File: config.mk
export PLATFORM = sky130hd
export DESIGN_NAME = song_recorder
export DESIGN_NICKNAME = d
export VERILOG_FILES = /design/src/rtl/song_recorder.sv
export SDC_FILE = /design/constraint.sdc
export NUM_CORES = 1
export LEC_CHECK = 0
export CAP_MARGIN = 25
export CORE_ASPECT_RATIO = 0.7
export CORE_MARGIN = 2
export CORE_UTILIZATION = 50
export CTS_CLUSTER_SIZE = 14
export DETAILED_ROUTE_END_ITERATION = 8
export PLACE_DENSITY = 0.83
export RECOVER_POWER = 100
export SLEW_MARGIN = 5
export SYNTH_ARGS = -nofsm -noshare
export SYNTH_HDL_FRONTEND = slang
export SYNTH_SLANG_ARGS = --single-unit
export TNS_END_PERCENT = 10
File: constraint.sdc
create_clock -name CLK -period 2.8 [get_ports CLK]
set_clock_uncertainty 0.15 [all_clocks]
set_input_delay 0.28 -clock CLK [delete_from_list [all_inputs] [get_ports CLK]]
set_output_delay 0.28 -clock CLK [all_outputs]
set_load 0.01 [all_outputs]
File: src/rtl/song_recorder.sv
// Song recorder: turns note/tempo strobes into playback-format song words and
// streams them through a small FIFO to RAM, closing each recording with a terminator.
module song_recorder #(
  parameter logic [22:0] BASE_ADDR  = 23'h000000,
  parameter int          MAX_WORDS  = 4096,
  parameter int          FIFO_DEPTH = 4
) (
  input  logic        CLK,
  input  logic        RST_N,
  input  logic        REC_START,
  input  logic        REC_STOP,
  input  logic        NOTE_STB,
  input  logic [1:0]  MODE_IN,
  input  logic [5:0]  TONE_IN,
  input  logic [3:0]  NOTE_IN,
  input  logic        BPM_STB,
  input  logic [7:0]  BPM_IN,
  output logic        WR_REQ,
  output logic [22:0] WR_ADDR,
  output logic [15:0] WR_DATA,
  input  logic        WR_ACK,
  output logic        RECORDING,
  output logic        FULL,
  output logic        DROP,
  output logic [15:0] LEN
);

  localparam int          AW      = (FIFO_DEPTH > 1) ? $clog2(FIFO_DEPTH) : 1;
  localparam logic [AW:0] DEPTH_C = (AW + 1)'(FIFO_DEPTH);
  localparam logic [31:0] CAP_C   = 32'(MAX_WORDS - 1);
  localparam logic [15:0] TERM_WORD = 16'hC000;

  localparam logic [2:0] IDLE  = 3'd0;
  localparam logic [2:0] HDR   = 3'd1;
  localparam logic [2:0] REC   = 3'd2;
  localparam logic [2:0] DRAIN = 3'd3;
  localparam logic [2:0] TERM  = 3'd4;

  function automatic logic [15:0] noteWord(input logic [1:0] mode, input logic [5:0] tone,
                                           input logic [3:0] dur);
    logic [1:0] m;
    m = (mode == 2'b11) ? 2'b00 : mode;
    return {m, tone, 4'b0000, dur};
  endfunction

  function automatic logic [15:0] bpmWord(input logic [7:0] bpm);
    return {2'b11, 6'b000000, (bpm == 8'd0) ? 8'd1 : bpm};
  endfunction

  logic [2:0]   state_r;
  logic [15:0]  fifoMem_r [FIFO_DEPTH];
  logic [AW-1:0] rdPtr_r;
  logic [AW-1:0] wrPtr_r;
  logic [AW:0]  fifoCnt_r;
  logic [31:0]  enqCnt_r;
  logic         wrReq_r;
  logic [22:0]  wrAddr_r;
  logic [15:0]  wrData_r;
  logic [15:0]  len_r;
  logic         full_r;
  logic         drop_r;

  logic [2:0]   stateNext_s;
  logic         enq_s;
  logic [15:0]  enqWord_s;
  logic         setDrop_s;
  logic         setFull_s;
  logic         start_s;
  logic         strobe_s;
  logic         ack_s;
  logic         pop_s;
  logic         load_s;
  logic [15:0]  loadWord_s;
  logic         fifoRoom_s;
  logic         capOk_s;

  assign strobe_s   = NOTE_STB | BPM_STB;
  assign ack_s      = wrReq_r & WR_ACK;
  // The head word stays queued until accepted, so pending words never exceed FIFO_DEPTH.
  assign pop_s      = ack_s & (state_r != TERM);
  assign fifoRoom_s = (fifoCnt_r != DEPTH_C) | pop_s;
  assign capOk_s    = (enqCnt_r < CAP_C);
  assign load_s     = ~wrReq_r & ((fifoCnt_r != {(AW + 1){1'b0}}) | (state_r == TERM));
  assign loadWord_s = (fifoCnt_r != {(AW + 1){1'b0}}) ? fifoMem_r[rdPtr_r] : TERM_WORD;

  // Next state and enqueue decision for the current cycle's commands.
  always_comb begin
    stateNext_s = state_r;
    enq_s       = 1'b0;
    enqWord_s   = 16'h0000;
    setDrop_s   = 1'b0;
    setFull_s   = 1'b0;
    start_s     = 1'b0;
    case (state_r)
      IDLE: begin
        if (REC_START) begin
          start_s   = 1'b1;
          enq_s     = 1'b1;
          enqWord_s = bpmWord(BPM_IN);
          if (CAP_C <= 32'd1) begin
            setFull_s   = 1'b1;
            stateNext_s = DRAIN;
          end else begin
            stateNext_s = HDR;
          end
        end else begin
          stateNext_s = IDLE;
        end
      end
      HDR, REC: begin
        if ((state_r == REC) && REC_STOP) begin
          stateNext_s = DRAIN;
        end else begin
          stateNext_s = REC;
          if (strobe_s) begin
            // Tempo wins a same-cycle collision; the note is lost.
            enqWord_s = BPM_STB ? bpmWord(BPM_IN) : noteWord(MODE_IN, TONE_IN, NOTE_IN);
            if (!capOk_s) begin
              enq_s = 1'b0;
            end else if (!fifoRoom_s) begin
              setDrop_s = 1'b1;
            end else begin
              enq_s     = 1'b1;
              setDrop_s = NOTE_STB & BPM_STB;
              if ((enqCnt_r + 32'd1) == CAP_C) begin
                setFull_s   = 1'b1;
                stateNext_s = DRAIN;
              end else begin
                stateNext_s = REC;
              end
            end
          end else begin
            enq_s = 1'b0;
          end
        end
      end
      DRAIN: begin
        if ((fifoCnt_r == {(AW + 1){1'b0}}) && !wrReq_r) begin
          stateNext_s = TERM;
        end else begin
          stateNext_s = DRAIN;
        end
      end
      TERM: begin
        if (ack_s) begin
          stateNext_s = IDLE;
        end else begin
          stateNext_s = TERM;
        end
      end
      default: stateNext_s = IDLE;
    endcase
  end

  // Pending-word FIFO storage, pointers and occupancy.
  always_ff @(posedge CLK or negedge RST_N) begin
    if (!RST_N) begin
      rdPtr_r   <= {AW{1'b0}};
      wrPtr_r   <= {AW{1'b0}};
      fifoCnt_r <= {(AW + 1){1'b0}};
      for (int i = 0; i < FIFO_DEPTH; i++) begin
        fifoMem_r[i] <= 16'h0000;
      end
    end else begin
      if (enq_s) begin
        fifoMem_r[wrPtr_r] <= enqWord_s;
        wrPtr_r            <= wrPtr_r + AW'(1);
      end
      if (pop_s) begin
        rdPtr_r <= rdPtr_r + AW'(1);
      end
      case ({enq_s, pop_s})
        2'b10:   fifoCnt_r <= fifoCnt_r + (AW + 1)'(1);
        2'b01:   fifoCnt_r <= fifoCnt_r - (AW + 1)'(1);
        default: fifoCnt_r <= fifoCnt_r;
      endcase
    end
  end

  // FSM, status flags and the RAM write handshake.
  always_ff @(posedge CLK or negedge RST_N) begin
    if (!RST_N) begin
      state_r  <= IDLE;
      enqCnt_r <= 32'd0;
      wrReq_r  <= 1'b0;
      wrAddr_r <= BASE_ADDR;
      wrData_r <= 16'h0000;
      len_r    <= 16'h0000;
      full_r   <= 1'b0;
      drop_r   <= 1'b0;
    end else begin
      state_r <= stateNext_s;

      if (start_s) begin
        enqCnt_r <= 32'd1;
        full_r   <= setFull_s;
        drop_r   <= 1'b0;
      end else begin
        if (enq_s) enqCnt_r <= enqCnt_r + 32'd1;
        if (setFull_s) full_r <= 1'b1;
        if (setDrop_s) drop_r <= 1'b1;
      end

      if (start_s) begin
        wrAddr_r <= BASE_ADDR;
        len_r    <= 16'h0000;
      end else if (ack_s) begin
        wrAddr_r <= wrAddr_r + 23'd1;
        len_r    <= (len_r == 16'hFFFF) ? len_r : len_r + 16'd1;
      end else begin
        wrAddr_r <= wrAddr_r;
      end

      // A completed transfer always leaves WR_REQ low for at least one cycle.
      if (ack_s) begin
        wrReq_r <= 1'b0;
      end else if (load_s) begin
        wrReq_r  <= 1'b1;
        wrData_r <= loadWord_s;
      end else begin
        wrReq_r <= wrReq_r;
      end
    end
  end

  assign WR_REQ    = wrReq_r;
  assign WR_ADDR   = wrAddr_r;
  assign WR_DATA   = wrData_r;
  assign RECORDING = (state_r != IDLE);
  assign FULL      = full_r;
  assign DROP      = drop_r;
  assign LEN       = len_r;

endmodule
# ---- Word-level counts from Yosys, hierarchy flattened
# Index checks and enable logic that the tools add are counted.
dict set report totals {
  register_bits 164
  input_bits 27
  out_inout_bits 59
}
dict set report classes {
  addsub 7
  n_lt_le_gt_ge 4
  eq_ne 12
  n_mux 55
  n_bitwise 11
  n_reduce_logical 18
}
# cell count
set ops {}
lappend ops {{2-to-1 mux 16 bit} 11}
lappend ops {{bitwise mux 64 bit} 1}
lappend ops {{2-to-1 mux 32 bit} 2}
lappend ops {{2-to-1 mux 23 bit} 2}
lappend ops {{adder 32 x 1 -> 32 bit (second input constant)} 1}
lappend ops {{binary-select mux 16 bit (select 2 bit)} 1}
lappend ops {{demux 16 bit (select 2 bit)} 1}
lappend ops {{== test 32 x 12 -> 1 bit (second input constant)} 1}
lappend ops {{< comparator 32 x 12 -> 1 bit (second input constant)} 1}
lappend ops {{one-hot mux 16 bit (2 select lines)} 1}
lappend ops {{2-to-1 mux 1 bit} 29}
lappend ops {{adder 23 x 1 -> 23 bit (second input constant)} 1}
lappend ops {{adder 16 x 1 -> 16 bit (second input constant)} 1}
lappend ops {{== test 16 bit (second input constant)} 1}
lappend ops {{one-hot mux 3 bit (4 select lines)} 1}
lappend ops {{nonzero test 2 bit} 6}
lappend ops {{zero test 8 bit} 1}
lappend ops {{2-to-1 mux 8 bit} 1}
lappend ops {{== test 3 x 2 -> 1 bit (second input constant)} 2}
lappend ops {{>= comparator 3 bit (second input constant)} 2}
lappend ops {{zero test 3 bit} 2}
lappend ops {{2-to-1 mux 3 bit} 2}
lappend ops {{!= test 3 bit (second input constant)} 2}
lappend ops {{NOT 2 -> 3 bit} 2}
lappend ops {{20 further kinds} 32}

# ---- Logic depth before layout (Yosys ltp)
# Gate-level depths: netlist (run 1).
dict set report logic_depth {
  ltp_word 10
  ltp_mapped 13
}

# ---- Worst setup path before layout (run 1)
# OpenSTA, ideal clock, no wires.
dict set report synth_timing {
  path_type {reg-to-reg}
  start {register state_r[0]}
  end {register fifoCnt_r[2]}
  path_buffers 2
  arrival_time_ns 2.740
  setup_slack_ns -0.215
  period_less_slack_ns 3.015
  path_stages_with_launch 14
  setup_ns 0.125
  path_cell_list {dfrtp_1 buf_2 or3b_4 a21oi_4 or4b_4 o21ai_4 buf_2 inv_1 ha_1 inv_1 fa_1 xor2_1 nor2_1 xor2_1}
}
dict set report synth_via {
  elab_chain_cells 10
}
# element line
set synth_rtl {}
lappend synth_rtl {{from (decl)} 50} ;# logic [2:0] state_r;
lappend synth_rtl {{from (signal assigned)} 192} ;# state_r <= stateNext_s;
lappend synth_rtl {{!= test 3 bit} 80} ;# assign pop_s = ack_s & (state_r != TERM);
lappend synth_rtl {{bitwise AND 1 bit} 80}
lappend synth_rtl {{OR 1 bit} 81} ;# assign fifoRoom_s = (fifoCnt_r != DEPTH_C) | pop_s;
lappend synth_rtl {{2-to-1 mux 1 bit} 120} ;# end else if (!fifoRoom_s) begin
lappend synth_rtl {{2-to-1 mux 1 bit} 118} ;# if (!capOk_s) begin
lappend synth_rtl {{2-to-1 mux 1 bit} 115} ;# if (strobe_s) begin
lappend synth_rtl {{2-to-1 mux 1 bit} 111} ;# if ((state_r == REC) && REC_STOP) begin
lappend synth_rtl {{one-hot mux 1 bit (2 select lines)} 94} ;# case (state_r)
lappend synth_rtl {{== test 2 x 1 -> 1 bit or == test 2 bit (tied branches)} 172} ;# case ({enq_s, pop_s})
lappend synth_rtl {{one-hot mux 3 bit (2 select lines) or nonzero test 2 bit (tied branches)} n/a}
lappend synth_rtl {{to (signal assigned)} 173} ;# 2'b10: fifoCnt_r <= fifoCnt_r + (AW + 1)'(1);
lappend synth_rtl {{to (signal assigned)} 174} ;# 2'b01: fifoCnt_r <= fifoCnt_r - (AW + 1)'(1);
lappend synth_rtl {{to (signal assigned)} 175} ;# default: fifoCnt_r <= fifoCnt_r;
lappend synth_rtl {{to (decl)} 54} ;# logic [AW:0] fifoCnt_r;
# Several ways; a longest one is shown, not always the timed one.
# A chain may end at the register's enable or synchronous reset.

# ---- Final worst setup path (run 1)
dict set report layout_timing {
  start {register state_r[0]}
  end {register fifoMem_r[59] (netlist name)}
}
dict set report layout_via {
  elab_chain_cells 8
}
# element line
set layout_rtl {}
lappend layout_rtl {{!= test 3 bit} 80}
lappend layout_rtl {{bitwise AND 1 bit} 80}
lappend layout_rtl {{OR 1 bit} 81}
lappend layout_rtl {{2-to-1 mux 1 bit} 120}
lappend layout_rtl {{2-to-1 mux 1 bit} 118}
lappend layout_rtl {{2-to-1 mux 1 bit} 115}
lappend layout_rtl {{2-to-1 mux 1 bit} 111}
lappend layout_rtl {{one-hot mux 1 bit (2 select lines)} 94}
lappend layout_rtl {{to (signal, indexed assignment)} 166} ;# fifoMem_r[wrPtr_r] <= enqWord_s;
lappend layout_rtl {{to (decl)} 51} ;# logic [15:0] fifoMem_r [FIFO_DEPTH];
# Several ways; a longest one is shown, not always the timed one.

==> results of run 1 <==
==> per-stage QoR <==
step           cell area (um2)  setup slack [ns]  hold WS (ns)  std cells
6_report                  9740         -0.000452         0.336       1012
5_1_grt                   9740           -0.0817         0.354       1012
4_1_cts                   9680           0.00503         0.317       1010
3_5_place_dp              9080            -0.359         0.197        977
3_3_place_gp              9080            -0.298         0.188        977
2_1_floorplan             7760            -0.108        -0.166        682
==> synth_stat cells, types with 12 or more instances <==
cell type,n
sky130_fd_sc_hd__a21oi_1,63
sky130_fd_sc_hd__a22o_1,16
sky130_fd_sc_hd__and2_1,21
sky130_fd_sc_hd__and3_1,31
sky130_fd_sc_hd__clkbuf_1,15
sky130_fd_sc_hd__dfrtp_1,164
sky130_fd_sc_hd__inv_1,13
sky130_fd_sc_hd__mux2_1,16
sky130_fd_sc_hd__mux2_2,24
sky130_fd_sc_hd__mux4_2,16
sky130_fd_sc_hd__nand2_1,36
sky130_fd_sc_hd__nand3_1,23
sky130_fd_sc_hd__nand4_1,16
sky130_fd_sc_hd__nor2_1,52
sky130_fd_sc_hd__nor3_1,13
sky130_fd_sc_hd__o21ai_0,15
sky130_fd_sc_hd__xnor2_1,12
sky130_fd_sc_hd__xor2_1,30
==> report_power, final <==
part,switching [mW],internal (mW)
Clock,0.949,1.32
Combinational,1.60,1.63
Sequential,0.493,3.00
Total,3.04,5.95
==> final timing paths <==
| check | start | endpoint | slack (ns) | cells after the start |
|---|---|---|---|---|
| min in group asynchronous | RST_N | LEN[10]$_DFFE_PN0P_ | 0.73 | 2 |
| setup reg to reg | state_r[0]$_DFF_PN0_ | fifoMem_r[59]$_DFFE_PN0P_ | -0.0005 | 8 |
| hold reg to reg | fifoMem_r[44]$_DFFE_PN0P_ | fifoMem_r[44]$_DFFE_PN0P_ | 0.34 | 1 |
| hold / removal | fifoMem_r[44]$_DFFE_PN0P_ | fifoMem_r[44]$_DFFE_PN0P_ | 0.34 | 1 |
| setup / recovery | state_r[0]$_DFF_PN0_ | fifoMem_r[59]$_DFFE_PN0P_ | -0.0005 | 8 |
| max in group asynchronous | RST_N | WR_DATA[7]$_DFFE_PN0P_ | 0.50 | 3 |
==> kinds of logic after synthesis <==
group / share of synthesized area, %
buffers and inverters: 3.12
adders and majority gates: 1.84
DFF: 53.1
muxes: 10.9
and+or+nand+nor: 15.6
AOI/OAI and AO/OA: 10.7
xor gates and xnor gates: 4.76
==> repair_timing <==
item / 4_1_cts / 5_1_grt
endpoints found under the setup margin: 16 / 41
hold buffers: 1 / 0
pin swaps: 1 / 7
hold endpoints to repair: 69 / 0
setup buffers: 0 / 2
resized for setup: 1 / 14
==> flip-flops by register name, summed over array words and instances (netlist names) <==
name / flops
DROP: 1
FULL: 1
LEN: 16
WR_ADDR: 23
WR_DATA: 16
WR_REQ: 1
enqCnt_r: 32
fifoCnt_r: 3
fifoMem_r: 64
rdPtr_r: 2
state_r: 3
wrPtr_r: 2
==> final cells by class <==
cell class	count	area share (%)
flip-flops and latches	164	42.2
multi-input cells	470	35.4
repair buffers	138	13.4
clock buffers	22	4.97
well taps	195	2.51
clock inverters	10	0.989
inverters	13	0.527
==> worst max-delay path, cell delays in order, from the launching register on <==
cell and delay [ns]:
sky130_fd_sc_hd__dfrtp_1 0.39, sky130_fd_sc_hd__or3b_4 0.39, sky130_fd_sc_hd__a21oi_4 0.15, sky130_fd_sc_hd__or4b_4 0.51, sky130_fd_sc_hd__o21ai_4 0.27, sky130_fd_sc_hd__buf_12 0.15
sky130_fd_sc_hd__and2_1 0.15, sky130_fd_sc_hd__buf_4 0.18, sky130_fd_sc_hd__mux2_1 0.34
==> layer usage <==
| layer | vias up | track usage (%) |
|---|---|---|
| met5 | - | 0 |
| met4 | 0 | 7.21 |
| met3 | 25 | 5.89 |
| met2 | 221 | 36.6 |
| met1 | 2989 | 33.9 |
| li1 | 2716 | - |
==> impl_results.md, run 1 <==
- Number of buffers added by the clock tree synthesis step: 17
- Layout-stage area growth over the synthesis result: 25.9%
- Util after Layout: 65.3%
- Data arrival time at the worst-slack endpoint: 2.95 ns
- Maximum fanout along the worst path: 8
- Sequential cell area fraction in the yosys report: 53.1%
- Post-route fraction of the period consumed by the critical path: 100%
- Routed length on met2: 8700 um
- TritonCTS sink count: 164
- FILL cells: 1091
- Min cycle time layout: 2.80 ns
- Overflow left after global routing: 0
- Total Power: 8.99 mW
- # setup viols final: 1
- Master cell of the clock root buffer: sky130_fd_sc_hd__clkbuf_16
- Top_reg_cell synth: sky130_fd_sc_hd__dfrtp_1
- Total number of vias: 5951
- Fraction of final layout cells with drive strength greater than 1: 17.4%
- H-tree level count: 4
- Worst setup SP type: flip-flop
- Starting DRT DRC Count: 485
- Syn_area_per_cell: 11.3 um2
- Worst skew pair latency: 0.43 ns
- Number of register bits inferred by synthesis: 164
- Measured slew at the worst slew-check pin: 1.81 ns
- Distinct cell type count after synthesis: 59
- Number of global-route vias before repair: 6024
- Half-perimeter wire length after placement: 12800 um
- Standard-cell rows: 37
- # Max-Cap Violations: 1
- Global-route wire length before repair: 30900 um
- Total of warnings raised by yosys: 0
- Fmax: 357 MHz
- HP Class: reg2reg
- Die Width: 153 um
- WS Path Type: reg2reg
- Vias per inst: 5.88
- Area used by multi-input combinational logic: 0.00345 mm2
- Top cell type by total area after synthesis: sky130_fd_sc_hd__dfrtp_1
- Number of instances in the synthesized netlist: 682
- Antenna violations before repair: 0
- Worst voltage drop across the vdd grid: 494 uV
- Tightest slew margin relative to the limit: -21.0%
- Die Height: 108 um
- Top layer in use: met4
- Die outline area: 0.0165 mm2
- Critical path endpoint category: flip-flop
- Area taken by flip-flops and latches: 0.00411 mm2
- Placeable core region: 0.0149 mm2
- Metal-1 WL: 8530 um
- Pin count of the biggest net entering global routing: 73
- Violated checks: max-capacitance violations, max-slew violations, negative setup slack
- Required arrival time at the worst endpoint: 2.95 ns
- Antenna Diode Count: 0
- Effective utilization at floorplan: 51.9%
- Count of endpoints failing hold in the final timing report: 0
- Post-route ant nets: 0
- GRT Total Usage: 23.8%
- Max-slew violation count: 71
- Combined area of all synthesized cells: 0.00773 mm2
- Share of Yosys cell area claimed by the top area cell type: 53.1%
- Post-Route Setup TNS: -0.000452 ns
- Number of search-and-repair iterations in the first detailed-routing pass: 5
- Most common library cell in the layout ignoring fill and taps: sky130_fd_sc_hd__dfrtp_1
- Final RePlAce weighted congestion: 0.906
- Detailed-route wire length per cell: 18.5 um
- Leading post-synthesis cells by cell area: sky130_fd_sc_hd__dfrtp_1, sky130_fd_sc_hd__mux4_2, sky130_fd_sc_hd__a21oi_1, sky130_fd_sc_hd__mux2_2, sky130_fd_sc_hd__xor2_1
- Register clock-pin slew on the reported worst setup and hold paths: 0.06 ns
- Post-Syn Nets: 719
- Layout net count: 841
- Worst path setup slack after routing: -0.000452 ns
- Cell Pwr Density: 924 mW/mm2
- Total wire length after detailed routing: 18800 um
- Run status: finished, violations left
- Leakage power of the design: 4.51 nW
- Fraction of registers with async set/reset: 100%
- Setup repair after global routing missed its margin: true
- Commonest cells after routing, fill and taps aside: sky130_fd_sc_hd__dfrtp_1, sky130_fd_sc_hd__clkdlybuf4s50_1, sky130_fd_sc_hd__a21oi_1
- Number of flops mapped to enable cells by yosys: 0
- Clock tree from TritonCTS: built
- Met3 layer wire length in the routed design: 1270 um
- Input/output buffers: 85
- Maximum buffer depth of the clock tree: 2
- DRC errors left: 0
- Total I/O pin count: 86
(Power assumes the default switching activity.)
==> run 2, diff against run 1 <==
--- a/config.mk
+++ b/config.mk
@@ -9,9 +9,10 @@
 export CORE_ASPECT_RATIO = 0.7
 export CORE_MARGIN = 2
 export CORE_UTILIZATION = 50
+export CTS_BUF_LIST = sky130_fd_sc_hd__clkbuf_2 sky130_fd_sc_hd__clkbuf_4 sky130_fd_sc_hd__clkbuf_8
 export CTS_CLUSTER_SIZE = 14
 export DETAILED_ROUTE_END_ITERATION = 8
-export PLACE_DENSITY = 0.83
+export PLACE_DENSITY = 0.75
 export RECOVER_POWER = 100
 export SLEW_MARGIN = 5
 export SYNTH_ARGS = -nofsm -noshare
==> constraint.sdc (replaced) <==
create_clock -name CLK -period 2.3 [get_ports CLK]
set_clock_uncertainty 0.15 [all_clocks]
set_input_delay 0.23 -clock CLK [delete_from_list [all_inputs] [get_ports CLK]]
set_output_delay 0.23 -clock CLK [all_outputs]
set_load 0.01 [all_outputs]
==> run 2 against run 1 <==
  * The run ends with negative setup slack left
  * Critical path type unchanged
  * Power up 20%
  * Maximum frequency rose by 3.1%
  * Routed wire length up 4.0%
  * Sequential cell count unchanged
  * Critical endpoint is now fifoCnt_r[2]$_DFFE_PN0P_
  * Critical path depth increased by 3
  * Highest routed layer unchanged
  * Core utilization up 3.8 points
  * Via count up 4.0%
  * Cell count is 5.8% higher
  * Combinational power up 41%
  * Register-to-register slack got worse by 0.42 ns
==> impl_results.md, run 2 (synthesized netlist as in run 1, its figures left out) <==
- Antenna violations before repair: 0
- Fmax: 368 MHz
- Total I/O pin count: 86
- Half-perimeter wire length after placement: 13400 um
- Critical path endpoint category: flip-flop
- Die Width: 153 um
- Standard-cell rows: 37
- Clock network fraction of total power: 19.0%
- Layout net count: 902
- Die outline area: 0.0165 mm2
- Worst setup SP type: flip-flop
- Timing endpoint of the critical path: fifoCnt_r[2]$_DFFE_PN0P_
- Proportion of total power due to net switching: 35.0%
- GRT Total Usage: 24.7%
- Die Height: 108 um
- Antenna Diode Count: 0
- Worst skew pair latency: 0.47 ns
- Number of search-and-repair iterations in the first detailed-routing pass: 5
- Overflow left after global routing: 0
- Input/output buffers: 85
- Measured slew at the worst slew-check pin: 1.42 ns
- Most common library cell in the layout ignoring fill and taps: sky130_fd_sc_hd__dfrtp_1
- Setup slack after placement: -0.816 ns
- Total net switching power: 3.78 mW
- DRC errors left: 0
- Violated checks: negative setup slack
- Total Power: 10.8 mW
- Post-route ant nets: 0
- Starting DRT DRC Count: 603
- Post-route fraction of the period consumed by the critical path: 118%
- Max-slew violation count: 0
- WHS: 0.345 ns
- Vias per inst: 5.78
- Effective utilization at floorplan: 51.9%
- Worst R2R End: fifoCnt_r[2]$_DFFE_PN0P_
- Total wire length after detailed routing: 19500 um
- Clock tree from TritonCTS: built
- Number of global-route vias before repair: 6277
- TritonCTS sink count: 164
- HP Class: reg2reg
- Fraction of final layout cells with drive strength greater than 1: 26.7%
- Total non-filler cell area in the finished layout: 0.0103 mm2
- Min cycle time layout: 2.72 ns
- Number of flip-flops in the largest register: 64
- Worst voltage drop across the vdd grid: 511 uV
- Count of endpoints failing hold in the final timing report: 0
- Worst R2R Path Depth: 11
- Post-Route Setup TNS: -26.03 ns
- Worst path setup slack after routing: -0.416 ns
- Run status: finished, violations left
- Cell Pwr Density: 1050 mW/mm2
- Placement-stage cell area: 0.00954 mm2
- Leakage power of the design: 4.97 nW
- Commonest cells after routing, fill and taps aside: sky130_fd_sc_hd__dfrtp_1, sky130_fd_sc_hd__buf_4, sky130_fd_sc_hd__dlygate4sd3_1
- Launch point of the critical path: state_r[1]$_DFF_PN0_
- # Max-Cap Violations: 0
- Placeable core region: 0.0149 mm2
- Data arrival time at the worst-slack endpoint: 2.91 ns
- Total number of vias: 6188
- Number of buffers added by the clock tree synthesis step: 17
- Register clock-pin slew on the reported worst setup and hold paths: 0.09 ns
- Detailed-route wire length per cell: 18.2 um
- Maximum fanout along the worst path: 2
- Internal Power: 7.00 mW
- # setup viols final: 101
- Tightest slew margin relative to the limit: 5.63%
- Startpoint of the worst register-to-register path: state_r[1]$_DFF_PN0_
- Layout-stage area growth over the synthesis result: 33.1%
- Setup repair after global routing missed its margin: true
- Final RePlAce weighted congestion: 0.901
- Pin count of the biggest net entering global routing: 55
- Required arrival time at the worst endpoint: 2.49 ns
- Master cell of the clock root buffer: sky130_fd_sc_hd__clkbuf_8
- Combinational share of power: 42.2%
- Maximum buffer depth of the clock tree: 2
- WS Path Type: reg2reg
- Register bank with the most flops: fifoMem_r
- Slack of the worst reg-to-reg path: -0.42 ns
- Part of the total power dissipated in sequential elements: 38.8%
- H-tree level count: 4
- Global-route wire length before repair: 32300 um
## run 2: layout make-up
type                            instances  area, um2
Clock inverter                         10        110
Fill cell                            1038       4610
Timing Repair Buffer                  199       1850
Sequential cell                       164       4100
Multi-Input combinational cell        470       3670
Tap cell                              195        244
Inverter                               13       51.3
Clock buffer                           20        263
## run 2: power by group through the flow
stage / registers [mW] / clock network (mW) / logic (mW)
after floorplan: 4.17 / 0 / 2.39
after global placement: 4.15 / 0 / 3.94
after detailed placement: 4.21 / 0 / 4.12
after CTS: 4.17 / 2.08 / 4.50
after global routing: 4.26 / 2.21 / 4.91
final: 4.18 / 2.05 / 4.55
## run 2: repair_timing
| action | in CTS | in global routing |
|---|---|---|
| pin swaps | 8 | 6 |
| gates cloned | 0 | 1 |
| buffers inserted | 4 | 4 |
| setup endpoints to repair | 103 | 103 |
| hold endpoints to repair | 59 | 0 |
| resized for setup | 67 | 30 |
| hold buffers | 1 | 0 |
## run 2: metrics by stage
step | util [%] | std cells
2_1_floorplan | - | 682
3_3_place_gp | 64.0 | 1031
3_5_place_dp | 64.0 | 1032
4_1_cts | 68.4 | 1067
5_1_grt | 69.1 | 1071
6_report | 69.1 | 1071
## run 2: worst min path at each step
stage / start / depth (start not counted) / to
after floorplan: RST_N / 0 / DROP$_DFFE_PN0P_
after global placement: RST_N / 1 / WR_ADDR[2]$_DFFE_PN0P_
after detailed placement: RST_N / 1 / WR_ADDR[8]$_DFFE_PN0P_
after CTS: RST_N / 2 / WR_ADDR[1]$_DFFE_PN0P_
after global routing: fifoMem_r[4]$_DFFE_PN0P_ / 1 / fifoMem_r[4]$_DFFE_PN0P_
final: FULL$_DFFE_PN0P_ / 2 / FULL$_DFFE_PN0P_
## run 2: layer usage
| layer | up-vias | routed length, um | global-route usage (%) |
|---|---|---|---|
| li1 | 2837 | - | - |
| met3 | 20 | 989 | 4.61 |
| met4 | 0 | 252 | 7.74 |
| met1 | 3137 | 9020 | 34.7 |
| met2 | 194 | 9230 | 39.4 |
| met5 | - | 0 | 0 |
## run 2: worst max-delay path, stage by stage, from the launching register on
cell                      delay, ns
sky130_fd_sc_hd__dfrtp_1       0.38
sky130_fd_sc_hd__or3b_4        0.40
sky130_fd_sc_hd__a21oi_4       0.14
sky130_fd_sc_hd__or4b_4        0.50
sky130_fd_sc_hd__o21ai_4       0.19
sky130_fd_sc_hd__inv_4         0.06
sky130_fd_sc_hd__ha_4          0.16
sky130_fd_sc_hd__inv_2         0.05
sky130_fd_sc_hd__fa_2          0.19
sky130_fd_sc_hd__xor2_1        0.17
sky130_fd_sc_hd__nor2_1        0.08
sky130_fd_sc_hd__xor2_1        0.14
==> run 3, diff against run 2 <==
--- a/config.mk
+++ b/config.mk
@@ -12,6 +12,7 @@
 export CTS_BUF_LIST = sky130_fd_sc_hd__clkbuf_2 sky130_fd_sc_hd__clkbuf_4 sky130_fd_sc_hd__clkbuf_8
 export CTS_CLUSTER_SIZE = 14
 export DETAILED_ROUTE_END_ITERATION = 8
+export GPL_ROUTABILITY_DRIVEN = 1
 export PLACE_DENSITY = 0.75
 export RECOVER_POWER = 100
 export SLEW_MARGIN = 5
==> results of run 3 <==
Same layout as run 2: the final DEF is identical, and so are final timing and power.
==> variant 1, RTL diff (config.mk and constraints of run 1) <==
Add an input register stage for `MODE_IN`, with the module's reset; this delays it by one clock. The other inputs are not delayed to match.
--- a/src/rtl/song_recorder.sv
+++ b/src/rtl/song_recorder.sv
@@ -38,2 +38,12 @@
 
+  logic [1:0] MODE_IN_q;
+
+  always_ff @(posedge CLK or negedge RST_N) begin
+    if (!RST_N) begin
+      MODE_IN_q <= '0;
+    end else begin
+      MODE_IN_q <= MODE_IN;
+    end
+  end
+
   function automatic logic [15:0] noteWord(input logic [1:0] mode, input logic [5:0] tone,
@@ -116,3 +126,3 @@
             // Tempo wins a same-cycle collision; the note is lost.
-            enqWord_s = BPM_STB ? bpmWord(BPM_IN) : noteWord(MODE_IN, TONE_IN, NOTE_IN);
+            enqWord_s = BPM_STB ? bpmWord(BPM_IN) : noteWord(MODE_IN_q, TONE_IN, NOTE_IN);
             if (!capOk_s) begin
Check against the original RTL: not equivalent (a bounded check fails within 10 cycles, from zero or initial values and one cycle with RST_N low).
==> variant 1 against run 1 <==
  * Synthesized cell count increased by 1.6%
  * Via count decreased by 1.9%
  * Wire length decreased by 4.5%
  * Synthesized area increased by 1.8%
  * Sequential cell count increased by 2
  * Count of clock-buffer cells in the layout decreased by 1
  * Hold slack got worse by 0.081 ns
  * Maximum frequency increased by 6.5%
  * Power increased by 0.30%
  * Sequential share of layout area increased by 1.1 points
  * Design area decreased by 1.4%
  * Worst setup slack improved by 0.17 ns
  * Die area increased by 1.8%
  * Critical path type unchanged
==> variant 1: results (changes against run 1) <==
stage,metric,value,unit,change
synthesis,largest cells by area after synthesis,"dfrtp_1 (53%), a21oi_1 (5.0%), mux4_2 (4.6%), mux2_2 (3.6%), mux2_4 (3.0%)",,
routing,DR pass1 iterations,4,,-1
power,P_seq,0.00364,W,+4%
worst_setup_path,slowest CP cell,or3b_1,,
routing,1st-iter DRT viols,486,,+0.21%
synthesis,post-synthesis mux area share,11.71,%,+0.84 points
placed_design,Place WS,-0.06126,ns,+0.2981 ns
worst_setup_path,critical path's largest stage delay,0.39,ns,-0.12 ns
power,internal power,0.005995,W,+0.78%
global_routing,first-pass GRT wire length,29390,microns,-5.0%
sta,Worst Tran Pin Value,1.183,ns,-0.6318 ns
placed_design,placed cells,980,,+0.31%
power,peak supply drop,0.4989,mV,+1.1%
power,Cell Pwr Density,939.9,nW/um^2,+1.8%
placed_design,placed instance area,9100,sq um,+0.21%
run_status,run status,"finished, final reports clean",,
routing,Avg WL per Cell,17.68,microns,-4.6%
synthesis,Post-Synthesis Cells,693,,+1.6%
routing,Via density,5.764,,-2.0%
global_routing,vias in the first global route,5527,,-8.3%
worst_setup_path,critical path arrival,2.79,ns,-0.16 ns
cts,CTS max path bufs,2,,unchanged
synthesis,Compound-Gate Fraction of Synth Area,11.17,%,+0.42 points
sta,Slew Limit Fails,0,,-100%
synthesis,Synth Area in Adders,1.684,%,-0.16 points
power,leakage power,4.433,nW,-1.8%
placed_design,detailed placement HPWL,12500,microns,-2.4%
worst_setup_path,Crit Path Max Fanout,12,,+4
placed_design,global placer's final weighted congestion,0.8589,,-5.2%
synthesis,Synth Area in XOR/XNOR,4.336,%,-0.42 points
cts,post-CTS sizing,0,,-1
synthesis,Yosys cell types,57,,-3.4%
power,clock network power share,26.6,%,+1.3 points
synthesis,register area share after synthesis,52.73,%,-0.33 points
cells_and_area,Post-Layout Cell Count,1013,,+0.099%
cells_and_area,layout net count,837,,-0.48%
min_path,critical hold path startpoint,MODE_IN[0],,
synthesis,synth cell count leaders,"dfrtp_1 (166), a21oi_1 (78), nor2_1 (56), nand2_1 (35), and2_1 (31)",,
==> variant 1: worst paths after layout <==
check | slack, ns | cells past startpoint | to
max in group asynchronous | 0.59 | 3 | WR_DATA[10]
min | 0.25 | 1 | MODE_IN_q[0]
max | 0.17 | 8 | fifoMem_r[41]
min in group asynchronous | 0.48 | 2 | LEN[8]
min reg2reg | 0.34 | 1 | fifoMem_r[10]
max reg2reg | 0.17 | 8 | fifoMem_r[41]
==> variant 1: per-layer routing <==
metal	wire length (microns)	global-route usage, %	vias to the layer above
met5	0	0	-
met4	283	6.008	0
met3	1159	5.525	26
met2	7604	31.74	224
met1	8857	34.83	2879
li1	-	-	2710
==> variant 1: final cells by class <==
type                    instances  area, sq um
clock buffers                  21        460.4
clock inverters                11        148.9
fillers                      1197         5856
inverters                      15        56.30
multi-input cells             474         3408
flip-flops and latches        166         4154
well taps                     200        250.2
repair buffers                126         1119
==> variant 2, RTL diff (settings of run 1) <==
Made on the original files. Set the parameter `FIFO_DEPTH` to 8 (it was 4).
--- a/src/rtl/song_recorder.sv
+++ b/src/rtl/song_recorder.sv
@@ -5,3 +5,3 @@
   parameter int          MAX_WORDS  = 4096,
-  parameter int          FIFO_DEPTH = 4
+  parameter int          FIFO_DEPTH = 8
 ) (
Behaviour: not the same (Yosys sat finds a counterexample within 10 cycles, from zero or initial values and one cycle with RST_N low).
==> variant 2 against run 1 <==
  * The run still ends with max-capacitance violations, max-slew violations, negative setup slack left
  * Synthesized area increased by 43%
  * Design area is 43% higher
  * Die area is 42% higher
  * Power increased by 36%
  * Highest routed layer unchanged
  * Worst setup slack worse by 0.27 ns
  * Synthesized cell count grew 29%
  * Wire length increased by 45%
  * Non-clock buffer count up 27
  * Global-route usage down 1.2 points
  * Sequential cell count grew 67
  * First-iteration DRC count up 12%
  * Via count grew 31%
==> variant 2: results (changes against run 1) <==
stage,metric,value,unit,change
cts,total CTS buffers,24,,+7
worst_setup_path,critical path's largest stage delay,0.56,ns,+0.05 ns
routing,Via density,5.917,,+0.62%
synthesis,Compound-Gate Fraction of Synth Area,5.185,%,-5.6 points
cells_and_area,layout net count,1050,,+25%
placed_design,global placer's final weighted congestion,0.9095,,+0.41%
synthesis,Synth Area in XOR/XNOR,3.163,%,-1.6 points
routing,DR pass1 iterations,4,,-1
synthesis,register area share after synthesis,52.19,%,-0.87 points
sta,Slew Limit Fails,76,,+7.0%
global_routing,pin count of the biggest net entering global routing,76,,+4.1%
run_status,run status,finished with violations,,
sta,setup ws final,-0.2683,ns,-0.2679 ns
power,peak supply drop,0.5180,mV,+4.9%
routing,Vias,7775,,+31%
worst_setup_path,slowest CP cell,or4_4,,
power,leakage power,6.469,nW,+43%
synthesis,Synth top area share,52.19,%,-0.87 points
worst_setup_path,critical path arrival,3.31,ns,+0.36 ns
synthesis,Synth Area in Adders,1.107,%,-0.74 points
synthesis,post-synthesis mux area share,22.39,%,+12 points
worst_setup_path,Crit Path Max Fanout,7,,-1
job,total of max-cap violations,1,,unchanged
synthesis,Yosys cell types,60,,+1.7%
routing,Avg WL per Cell,20.67,microns,+12%
placed_design,placed cells,1262,,+29%
placed_design,detailed placement HPWL,16490,microns,+29%
global_routing,vias in the first global route,7712,,+28%
cts,CTS H-tree depth,1,,-3
run_status,failing checks,"max-capacitance violations, max-slew violations, negative setup slack",,
sta,# setup viols final,131,,+130
synthesis,largest family of logic cells by synthesized area,multiplexers,,
routing,1st-iter DRT viols,542,,+12%
synthesis,synth cell count leaders,"dfrtp_1 (231), mux2_2 (101), nand2_1 (51), nor2_1 (47), o21ai_0 (34)",,
cells_and_area,share of cells above drive strength 1,30.72,%,+13 points
synthesis,Syn Nets,919,,+28%
cts,clock latency on the worst-skew pair,0.52,ns,+0.09 ns
-- variant 2: final timing paths --
check	from	endpoint	slack, ns	cells past startpoint
worst max-delay path	enqCnt_r[24]	fifoCnt_r[2]	-0.27	12
worst min-delay path	enqCnt_r[26]	enqCnt_r[26]	0.34	1
worst max register to register	enqCnt_r[24]	fifoCnt_r[2]	-0.27	12
worst min register to register	enqCnt_r[26]	enqCnt_r[26]	0.34	1
max in group asynchronous	RST_N	enqCnt_r[1]	0.45	3
min in group asynchronous	RST_N	LEN[10]	0.63	2
-- variant 2: routing by layer --
layer  global-route usage (%)  vias to the layer above  share of wire (%)
met5                        0                        -                  0
met4                    5.408                        0                2.2
met3                    4.416                       47                6.3
met2                    35.54                      288                 46
met1                    32.90                     3992                 46
li1                         -                     3448                  -
-- variant 2: what timing repair did --
item                                   CTS  global route
pin swaps                                2             5
setup buffers                            0             5
resized for setup                       60            23
setup endpoints to repair              131           131
cloned                                   0             2
hold buffers                             1             0
endpoints found under the hold margin   71             0
-- variant 2: report_power, final --
part	switching (W)	leakage (nW)	internal, W
clock	0.00135	0.405	0.00192
sequential	0.000791	3.14	0.00415
combinational	0.00177	2.92	0.00224
-- variant 2: area by class of cell --
class	count	area, sq um
Inverter	13	48.80
Multi-Input combinational cell	579	5340
Clock inverter	10	93.84
Fill cell	1505	7767
Tap cell	282	352.8
Sequential cell	231	5783
Clock buffer	34	729.5
Timing Repair Buffer	165	1618
-- variant 2: worst register-to-register path, stage by stage (launching register included) --
cell and delay, ns:
dfrtp_1 0.40, nor4_2 0.34, nand3_2 0.14, or4_4 0.56, o21a_4 0.24, buf_12 0.15
ha_4 0.16, xor2_1 0.14, ha_2 0.18, a21oi_2 0.13, xor2_1 0.17, nor2_1 0.07
xor2_1 0.14
-- variant 2: cells by family (layout without fill, tap and decap cells) --
| family | after synthesis | in the layout |
|---|---|---|
| simple gates | 254 | 254 |
| flops | 231 | 231 |
| mux | 180 | 180 |
| compound gates | 95 | 95 |
| buf+inv | 73 | 222 |
| xor+xnor | 40 | 40 |
| fa+ha+maj | 10 | 10 |
-- variant 2: metrics by stage --
step	area [sq um]	hold slack, ns	TNS, ns	power (W)	setup slack, ns
6_report	13970	0.3409	-22.90	0.01222	-0.2683
5_1_grt	13970	0.3571	-28.60	0.01279	-0.3301
4_1_cts	13800	0.1929	-11.67	0.01205	-0.1941
3_5_place_dp	12740	0.1366	-27.33	0.008532	-0.3069
3_3_place_gp	12740	0.1327	-20.48	0.008388	-0.2658
2_1_floorplan	11140	-0.1656	-0.2855	0.007122	-0.1490
